===== src/rtl/de_norton.sv =====
// Norton transceiver for one analog pin: solves V=(Idrv+Iext)/(Gdrv+Gext), reports V and own delivered current.
// Latency: accept at edge k -> out_valid pulse after edge k+IW+3 (1 setup, IW+1 divide, 1 finish cycle).
// Backpressure: in_ready low while solving; in_valid ignored when busy; ready again in the out_valid cycle.
module de_norton #(
    parameter int IW = 32,
    parameter int GW = 24,
    parameter int VW = 24
) (
    input  logic          clk,
    input  logic          rst_n,
    input  logic          in_valid,
    output logic          in_ready,
    input  logic [IW-1:0] idrv,
    input  logic [GW-1:0] gdrv,
    input  logic [IW-1:0] ext_i,
    input  logic [GW-1:0] ext_g,
    output logic [VW-1:0] vobs,
    output logic [IW-1:0] iobs,
    output logic          floating,
    output logic          out_valid
);

    localparam int PW = IW + GW + VW;
    localparam int CW = $clog2(IW + 2);
    localparam logic [CW-1:0] LAST_CNT = CW'(IW + 1);
    // Largest magnitudes representable in the signed voltage word.
    localparam logic [IW:0] NEG_LIM = (IW+1)'(1) << (VW - 1);
    localparam logic [IW:0] POS_LIM = NEG_LIM - (IW+1)'(1);

    localparam logic [1:0] ST_IDLE = 2'd0;
    localparam logic [1:0] ST_DIV  = 2'd1;
    localparam logic [1:0] ST_FIN  = 2'd2;

    logic [1:0]    state_q, state_d;
    logic [CW-1:0] cnt_q, cnt_d;
    logic [IW:0]   n_q, n_d;          // signed numerator Idrv+Iext
    logic [GW:0]   d_q, d_d;          // unsigned denominator Gdrv+Gext
    logic [IW-1:0] idrv_q, idrv_d;
    logic [GW-1:0] gdrv_q, gdrv_d;
    logic          neg_q, neg_d;
    logic [IW:0]   quo_q, quo_d;      // dividend shifted out, quotient shifted in
    logic [GW+1:0] rem_q, rem_d;
    logic [VW-1:0] vobs_q, vobs_d;
    logic [IW-1:0] iobs_q, iobs_d;
    logic          floating_q, floating_d;
    logic          out_valid_q, out_valid_d;

    logic [GW+2:0]          rem_sh;
    logic                   rem_ge;
    logic [VW-1:0]          q_sat;
    logic signed [PW-1:0]   gprod;
    logic signed [PW-1:0]   i_full;
    logic [IW-1:0]          i_sat;

    // Finish-stage arithmetic: signed, saturated voltage and the delivered current.
    always_comb begin
        q_sat = '0;
        if (d_q == '0) begin
            q_sat = '0;
        end else if (!neg_q) begin
            q_sat = (quo_q > POS_LIM) ? {1'b0, {(VW-1){1'b1}}} : quo_q[VW-1:0];
        end else begin
            q_sat = (quo_q > NEG_LIM) ? {1'b1, {(VW-1){1'b0}}}
                                      : ({VW{1'b0}} - quo_q[VW-1:0]);
        end
        gprod  = $signed({{(PW-GW){1'b0}}, gdrv_q}) * $signed({{(PW-VW){q_sat[VW-1]}}, q_sat});
        i_full = $signed({{(PW-IW){idrv_q[IW-1]}}, idrv_q}) - gprod;
        i_sat  = i_full[IW-1:0];
        if (!(&i_full[PW-1:IW-1]) && (|i_full[PW-1:IW-1])) begin
            i_sat = i_full[PW-1] ? {1'b1, {(IW-1){1'b0}}} : {1'b0, {(IW-1){1'b1}}};
        end
    end

    // One restoring-division step: shift in the next dividend bit, subtract if it fits.
    always_comb begin
        rem_sh = {rem_q, quo_q[IW]};
        rem_ge = (rem_sh >= {2'b00, d_q});
    end

    // Control FSM and datapath next-state.
    always_comb begin
        state_d     = state_q;
        cnt_d       = cnt_q;
        n_d         = n_q;
        d_d         = d_q;
        idrv_d      = idrv_q;
        gdrv_d      = gdrv_q;
        neg_d       = neg_q;
        quo_d       = quo_q;
        rem_d       = rem_q;
        vobs_d      = vobs_q;
        iobs_d      = iobs_q;
        floating_d  = floating_q;
        out_valid_d = 1'b0;
        case (state_q)
            ST_IDLE: begin
                if (in_valid) begin
                    n_d     = {idrv[IW-1], idrv} + {ext_i[IW-1], ext_i};
                    d_d     = {1'b0, gdrv} + {1'b0, ext_g};
                    idrv_d  = idrv;
                    gdrv_d  = gdrv;
                    cnt_d   = '0;
                    state_d = ST_DIV;
                end
            end
            ST_DIV: begin
                if (cnt_q == '0) begin
                    // Setup cycle: take the magnitude of the numerator.
                    neg_d = n_q[IW];
                    quo_d = n_q[IW] ? ({(IW+1){1'b0}} - n_q) : n_q;
                    rem_d = '0;
                    cnt_d = cnt_q + CW'(1);
                end else begin
                    rem_d = rem_ge ? (rem_sh[GW+1:0] - {1'b0, d_q}) : rem_sh[GW+1:0];
                    quo_d = {quo_q[IW-1:0], rem_ge};
                    cnt_d = cnt_q + CW'(1);
                    if (cnt_q == LAST_CNT) begin
                        state_d = ST_FIN;
                    end
                end
            end
            ST_FIN: begin
                vobs_d      = q_sat;
                iobs_d      = i_sat;
                floating_d  = (d_q == '0);
                out_valid_d = 1'b1;
                state_d     = ST_IDLE;
            end
            default: begin
                state_d = ST_IDLE;
            end
        endcase
    end

    // State registers; reset aborts any solve in progress.
    always_ff @(posedge clk or negedge rst_n) begin
        if (!rst_n) begin
            state_q     <= ST_IDLE;
            cnt_q       <= '0;
            n_q         <= '0;
            d_q         <= '0;
            idrv_q      <= '0;
            gdrv_q      <= '0;
            neg_q       <= 1'b0;
            quo_q       <= '0;
            rem_q       <= '0;
            vobs_q      <= '0;
            iobs_q      <= '0;
            floating_q  <= 1'b0;
            out_valid_q <= 1'b0;
        end else begin
            state_q     <= state_d;
            cnt_q       <= cnt_d;
            n_q         <= n_d;
            d_q         <= d_d;
            idrv_q      <= idrv_d;
            gdrv_q      <= gdrv_d;
            neg_q       <= neg_d;
            quo_q       <= quo_d;
            rem_q       <= rem_d;
            vobs_q      <= vobs_d;
            iobs_q      <= iobs_d;
            floating_q  <= floating_d;
            out_valid_q <= out_valid_d;
        end
    end

    assign in_ready  = (state_q == ST_IDLE);
    assign vobs      = vobs_q;
    assign iobs      = iobs_q;
    assign floating  = floating_q;
    assign out_valid = out_valid_q;

endmodule


===== config.mk =====
export PLATFORM = sky130hd
export DESIGN_NAME = de_norton
export DESIGN_NICKNAME = d
export VERILOG_FILES = /design/src/rtl/de_norton.sv
export SDC_FILE = /design/constraint.sdc
export NUM_CORES = 2
export LEC_CHECK = 0
export CAP_MARGIN = 20
export CORE_AREA = 4 4 458 279
export DETAILED_ROUTE_END_ITERATION = 8
export DIE_AREA = 0 0 462 283
export GPL_TIMING_DRIVEN = 0
export PLACE_DENSITY = 0.47
export SLEW_MARGIN = 10
export SYNTH_ARGS = -nofsm -noshare
export SYNTH_HDL_FRONTEND = slang
export SYNTH_SLANG_ARGS = --single-unit

===== constraint.sdc =====
create_clock -name clk -period 11.3 [get_ports clk]
set_input_delay 2.26 -clock clk [delete_from_list [all_inputs] [get_ports clk]]
set_output_delay 2.26 -clock clk [all_outputs]
set_load 0.02 [all_outputs]

=== Word level (Yosys, flattened, before mapping) ===
Cells that the tools add are included.

* Register bits after elaboration: 240
* Output and inout bits: 59
* Logic and storage cells: 59

* $add $sub $neg: 7
* Multipliers: 1
* $lt $le $gt $ge: 3
* Equality and inequality tests: 6
* Multiplexer cells: 17
* Reductions and logical operators: 12

{| class="wikitable"
|+ Operators with widths
! kind !! count
|-
| 24-bit two-way mux || 4
|-
| 33-bit two-way mux || 2
|-
| 32-bit two-way mux || 2
|-
| 26-bit two-way mux || 2
|-
| 32-bit by 49-bit subtractor with 50-bit output || 1
|-
| 25-bit by 24-bit multiplier with 49-bit output || 1
|-
| 49-bit AND reduction || 1
|-
| 49-bit OR reduction || 1
|-
| 32-bit by 32-bit adder with 33-bit output || 1
|-
| 33-bit by 23-bit > comparator with 1-bit output, second input constant || 1
|-
| 33-bit by 24-bit > comparator with 1-bit output, second input constant || 1
|-
| 1-bit by 33-bit subtractor with 33-bit output, first input constant || 1
|-
| 27-bit by 25-bit greater-or-equal comparator with 1-bit output || 1
|-
| 26-bit by 25-bit subtractor with 26-bit output || 1
|-
| 24-bit by 24-bit adder with 25-bit output || 1
|-
| 25-bit logical NOT || 1
|-
| 1-bit by 24-bit subtractor with 24-bit output, first input constant || 1
|-
| 6-bit one-hot mux with 2 select lines || 1
|-
| 6-bit by 1-bit adder with 6-bit output, second input constant || 1
|-
| 6-bit equality test, second input constant || 1
|-
| 6-bit logical NOT || 1
|-
| 2-bit two-way mux || 3
|-
| 6-bit two-way mux || 1
|-
| 2-bit inequality test, second input constant || 3
|-
| 10 further kinds || 12
|}

=== Logic depth before layout (Yosys ltp) ===
* Depth in word-level cells: 10
* Depth in mapped cells: 45
* Gate-level depth less buffers: 42

=== Least setup slack after synthesis ===
Ideal clock, no wire load.

* Path kind: register -> register
* Start point: reg quo_q[1]
* End point: reg iobs_q[17], in the netlist iobs[17]
* Arrival time: 10.374 ns
* Data required time: 11.180 ns
* Setup slack: 0.806 ns
* Cell stages (with the launch flop): 43
* Path buffers: 3
* Clock period less this slack: 10.494 ns
* Cells stage by stage: dfrtp_1 inv_1 ha_1 nand2_2 or4_4 or4b_4 nor3_4 nand2b_1 or4_4 o21ai_2 nand2b_1 nand2_2 nand2_4 buf_8 a221oi_4 buf_4 nand2_1 fa_1 [7 not listed] inv_1 fa_1 inv_1 ha_1 and3_1 nand2_1 or4_1 and3_1 o31ai_1 a21oi_1 xnor2_1 nor4_1 and4_1 o2111ai_1 nor3_1 clkbuf_1 or2_2 nand2_1

* Word-level cells in the longest chain between the ends: 10
* Elaborated cells on any way between the ends: 15
* Classes of those cells: add/sub: 2; mul: 1; order compare: 2; mux: 6; reduce/logical: 4

{| class="wikitable"
|+ RTL lines
! what !! line !! RTL
|-
| start, declared || 41 || <nowiki>logic [IW:0] quo_q, quo_d;</nowiki>
|-
| start signal, assigned || 159 || <nowiki>quo_q <= quo_d;</nowiki>
|-
| 33-bit by 23-bit > comparator with 1-bit output, or another cell as far along || 61 || <nowiki>q_sat = (quo_q > POS_LIM) ? {1'b0, {(VW-1){1'b1}}} : quo_q[VW-1:0];</nowiki>
|-
| 24-bit two-way mux, on equally long branches || 61, 63 ||
|-
| 24-bit two-way mux (*) || 60 || <nowiki>end else if (!neg_q) begin</nowiki>
|-
| 24-bit two-way mux (*) || 58 || <nowiki>if (d_q == '0) begin</nowiki>
|-
| 25-bit by 24-bit multiplier with 49-bit output (*) || 66 || <nowiki>gprod = $signed({{(PW-GW){1'b0}}, gdrv_q}) * $signed({{(PW-VW){q_sat[VW-1]}}, q_sat});</nowiki>
|-
| 32-bit by 49-bit subtractor with 50-bit output (*) || 67 || <nowiki>i_full = $signed({{(PW-IW){idrv_q[IW-1]}}, idrv_q}) - gprod;</nowiki>
|-
| 49-bit AND reduction || 69 || <nowiki>if (!(&i_full[PW-1:IW-1]) && (|i_full[PW-1:IW-1])) begin</nowiki>
|-
| 1-bit logical NOT || 69 ||
|-
| 1-bit logical AND || 69 ||
|-
| 32-bit two-way mux (*) || 69 ||
|-
| end signal, assigned || 162 || <nowiki>iobs_q <= iobs_d;</nowiki>
|-
| end, declared || 44 || <nowiki>logic [IW-1:0] iobs_q, iobs_d;</nowiki>
|}

Mark *: on every way between the ends. The rest lies on a longest branch, timed or not.
A chain may end at the register's enable or synchronous reset.

=== Final worst setup path ===
* Start point: reg quo_q[0]
* End point: reg iobs_q[2], in the netlist iobs[2]

Same word-level chain as after synthesis.

==> metrics.txt <==
# TYPE chip_impl_metric gauge
chip_impl_metric{name="post_synth_instance_area",unit="um2"} 36800
chip_impl_metric{name="setup_violations",unit=""} 26
chip_impl_metric{name="drt_iter0_markers",unit=""} 3019
chip_impl_metric{name="core-area",unit="um2"} 123000
chip_impl_metric{name="cells_after_synth",unit=""} 4249
chip_impl_metric{name="net_count_synth",unit=""} 5198
chip_impl_info{name="clock-root-buffer",value="clkbuf_16"} 1
chip_impl_info{name="crit_path_end_kind",value="register"} 1
chip_impl_metric{name="timing.critical_path.fanout_max",unit=""} 10
chip_impl_metric{name="share_of_the_clock_period_used_by_the_worst_path_after_layout",unit="%"} 101
chip_impl_metric{name="antenna_violations_before_repair",unit=""} 18
chip_impl_metric{name="count_of_buffer_and_inverter_cells_on_the_critical_path",unit=""} 11
chip_impl_info{name="violations",value="setup timing"} 1
chip_impl_metric{name="synth.yosys.seq_area_share",unit="%"} 16.3
chip_impl_metric{name="route.vias.total",unit=""} 31652
chip_impl_info{name="critical_path.slowest_cell",value="or4b_4"} 1
chip_impl_metric{name="drt_pre_antenna_iters",unit=""} 5
chip_impl_info{name="worst-setup-path-type",value="register to register"} 1
chip_impl_metric{name="globalRouteTotalUtil",unit="%"} 21.8
chip_impl_metric{name="route.detailed.wl_per_inst",unit="um"} 23.3
chip_impl_metric{name="timing.final.max_slew_violations",unit=""} 0
chip_impl_info{name="layout.cells.most_common_list",value="668 x inv_1, 656 x nand2_1, 527 x fa_1"} 1
chip_impl_metric{name="timing.setup.tns",unit="ns"} -1.26
chip_impl_metric{name="maximum_clock_insertion_buffer_count",unit=""} 3
chip_impl_metric{name="async_reset_ff_share",unit="%"} 100
chip_impl_metric{name="routed_via_density",unit=""} 5.07
chip_impl_metric{name="cts.sinks",unit=""} 240
chip_impl_metric{name="drive_gt1_share",unit="%"} 10.6
chip_impl_metric{name="worst_slack",unit="ns"} -0.115
chip_impl_info{name="postSynth.topFlopCell",value="dfrtp_1"} 1
chip_impl_metric{name="area.growth.synth_to_final",unit="%"} 20.5
chip_impl_info{name="run_status",value="finished, violations left"} 1
chip_impl_info{name="rsz_0062_raised_after_global_routing",value="true"} 1
chip_impl_info{name="tritoncts",value="done"} 1
chip_impl_metric{name="ys_types",unit=""} 77
chip_impl_metric{name="starting_utilization_of_the_core_area",unit="%"} 29.9
chip_impl_metric{name="timing.critical_path.required",unit="ns"} 11.82
chip_impl_metric{name="multi_input_area",unit="um2"} 28300
chip_impl_metric{name="finClkSkew",unit="ns"} 0.0234
chip_impl_metric{name="clock.fmax",unit="MHz"} 87.6
chip_impl_metric{name="period_minus_slack",unit="ns"} 11.41
chip_impl_metric{name="die_area",unit="um2"} 131000
chip_impl_metric{name="sequential_cell_area",unit="um2"} 6010
chip_impl_metric{name="synth-edff-count",unit=""} 0
chip_impl_metric{name="tightest_slew",unit="ns"} 1.29
chip_impl_info{name="mostFrequentLayoutCell",value="inv_1"} 1
chip_impl_metric{name="dpl.hpwl",unit="mm"} 120
chip_impl_metric{name="portBuffers",unit=""} 173
chip_impl_metric{name="max_stage_delay",unit="ns"} 0.56
chip_impl_metric{name="detail_route.wirelength",unit="mm"} 146
chip_impl_metric{name="reg2reg_setup_slack",unit="ns"} -0.11
chip_impl_metric{name="chipWidth",unit="um"} 462
chip_impl_metric{name="timing.max_slew.rel_slack",unit="%"} 14.2
chip_impl_info{name="critical_path.top_delay_family",value="adder cells"} 1
chip_impl_metric{name="timing_hold_violations_final",unit=""} 0
chip_impl_info{name="critical_path.most_common_cell",value="fa_1"} 1
chip_impl_metric{name="synth_warnings",unit=""} 0
chip_impl_metric{name="row_count",unit=""} 100
chip_impl_metric{name="yosys_register_bits",unit=""} 240
chip_impl_metric{name="worst_ep_arrival_time",unit="ns"} 11.93
chip_impl_info{name="hold_path_class",value="register to register"} 1
chip_impl_metric{name="worst_skew_pair_latency",unit="ns"} 0.62
chip_impl_metric{name="finalNetCount",unit=""} 5532
chip_impl_metric{name="layout.filler_cells",unit=""} 12763
chip_impl_metric{name="synthesized_area_divided_by_synthesized_cell_count",unit="um2"} 8.67
chip_impl_info{name="start_kind",value="register"} 1
chip_impl_metric{name="clock_transition_time_at_the_flip_flop_clock_pins_of_the_worst_setup_and_hold_paths",unit="ns"} 0.07
chip_impl_metric{name="cts.htree.levels",unit=""} 1
chip_impl_metric{name="grt-ovfl-total",unit=""} 0
chip_impl_metric{name="detail-route-antenna-nets",unit=""} 0
chip_impl_metric{name="cts-buffers-inserted",unit=""} 27
chip_impl_metric{name="dieHeight",unit="um"} 283
chip_impl_metric{name="drv.max_cap_violation_count",unit=""} 0
chip_impl_metric{name="io_pins",unit=""} 174
chip_impl_metric{name="place_congestion",unit=""} 0.976
chip_impl_metric{name="grt_pass1_wl",unit="mm"} 212
chip_impl_metric{name="drcViolationCount",unit=""} 0
chip_impl_metric{name="grt_start_max_net_pins",unit=""} 91
chip_impl_metric{name="grt_pass1_vias",unit=""} 30678
==> worst reg2reg max path: cells and delay by family, from the launching register on <==
kind	cells	cell delay, ns
and+or+nand+nor	16	3.63
adders and majority gates	9	3.72
AOI/OAI and AO/OA	8	1.82
buffers and inverters	11	1.41
muxes	1	0.23
DFF	1	0.50
==> kinds of logic (layout without fill, tap and decap cells) <==
logic type,Yosys count,count (layout),share of synthesized area (%)
multiplexers,31,31,0.917
adder cells (fa/ha/maj),834,834,39.3
AND/OR/NAND/NOR,1424,1425,18.3
flip-flops,240,240,16.3
buffers and inverters,913,1266,9.76
other,0,9,0
AO/OA/AOI/OAI,648,648,11.6
XOR/XNOR,159,159,3.78
==> per-layer routing <==
metal	global-route usage (%)	share of wire [%]	wire, um	up-vias
li1	-	-	-	14267
met1	35.7	50	72700	16103
met2	27.6	37	54200	1187
met3	7.24	12	16900	93
met4	2.23	1.1	1660	2
met5	0	0.084	122	-
==> synth_stat cells, drive strengths merged (7+ instances only) <==
library cell	instances	area share, %
o21bai	18	0.37
or3	20	0.34
and3	35	0.59
clkbuf	164	1.7
inv	688	7.0
nor2	178	1.8
a21o	51	1.0
a21oi	139	1.9
o21ai	239	3.3
nand2b	32	0.54
a21boi	8	0.16
o31ai	16	0.33
o41ai	7	0.17
dfrtp	240	16
o21a	7	0.14
o2111ai	8	0.19
nor4	47	0.80
or2	17	0.29
or4	11	0.24
nand2	667	6.8
nor2b	15	0.25
a221oi	20	1.1
buf	60	1.1
o311ai	21	0.50
mux2	22	0.67
ha	296	10
a211oi	18	0.40
mux2i	9	0.24
and2	251	4.3
nor3	45	0.64
o211ai	16	0.33
xnor2	74	1.8
nand4	32	0.56
nand3	58	0.79
a31oi	37	0.63
fa	538	29
xor2	85	2.0
==> area by class of cell <==
cell class / count / share of cell area [%]
Multi-Input combinational cell: 3097 / 63.9
Sequential cell: 240 / 13.5
Timing Repair Buffer: 317 / 7.21
Inverter: 689 / 5.83
Tap cell: 1632 / 4.60
Buffer: 211 / 2.79
Clock buffer: 35 / 1.70
Clock inverter: 14 / 0.412
Antenna cell: 9 / 0.0507
==> worst paths after layout <==
kind,end,from,cells past startpoint
setup / recovery,iobs[2],quo_q[0],45
hold / removal,vobs[22],vobs[22],2
setup reg to reg,iobs[2],quo_q[0],45
hold reg to reg,vobs[22],vobs[22],2
max in group asynchronous,d_q[8],rst_n,3
min in group asynchronous,iobs[2],rst_n,1
==> through the flow <==
step                      cells  utilization [%]  hold slack, ns  area, um2  setup slack (ns)
after floorplan            4249                -           0.450      36800             0.806
after global placement     6054             32.9           0.468      40600             -3.65
after detailed placement   6064             33.0           0.470      40800             -2.51
after CTS                  6176             34.9           0.486      43000           0.00110
after global routing       6236             36.0           0.507      44400            -0.323
final                      6244             36.0           0.481      44400            -0.115
==> state kept, by name, summed over array words and instances, names as in the netlist <==
register / cells
idrv_q: 32
iobs: 32
floating: 1
out_valid: 1
n_q: 33
neg_q: 1
cnt_q: 6
rem_q: 26
gdrv_q: 24
state_q: 2
quo_q: 33
d_q: 25
vobs: 24
==> repair_timing <==
| item | in CTS | in global routing |
|---|---|---|
| gates cloned | 2 | 3 |
| resized for setup | 164 | 203 |
| setup buffers | 69 | 57 |
| pin swaps | 32 | 83 |
| hold buffers | 0 | 0 |
| endpoints found under the hold margin | 0 | 0 |
| setup endpoints to repair | 32 | 32 |
Power is left out: the tool's default activity adds up to more than one toggle a clock period on the data nets, which glitch-free logic cannot reach.
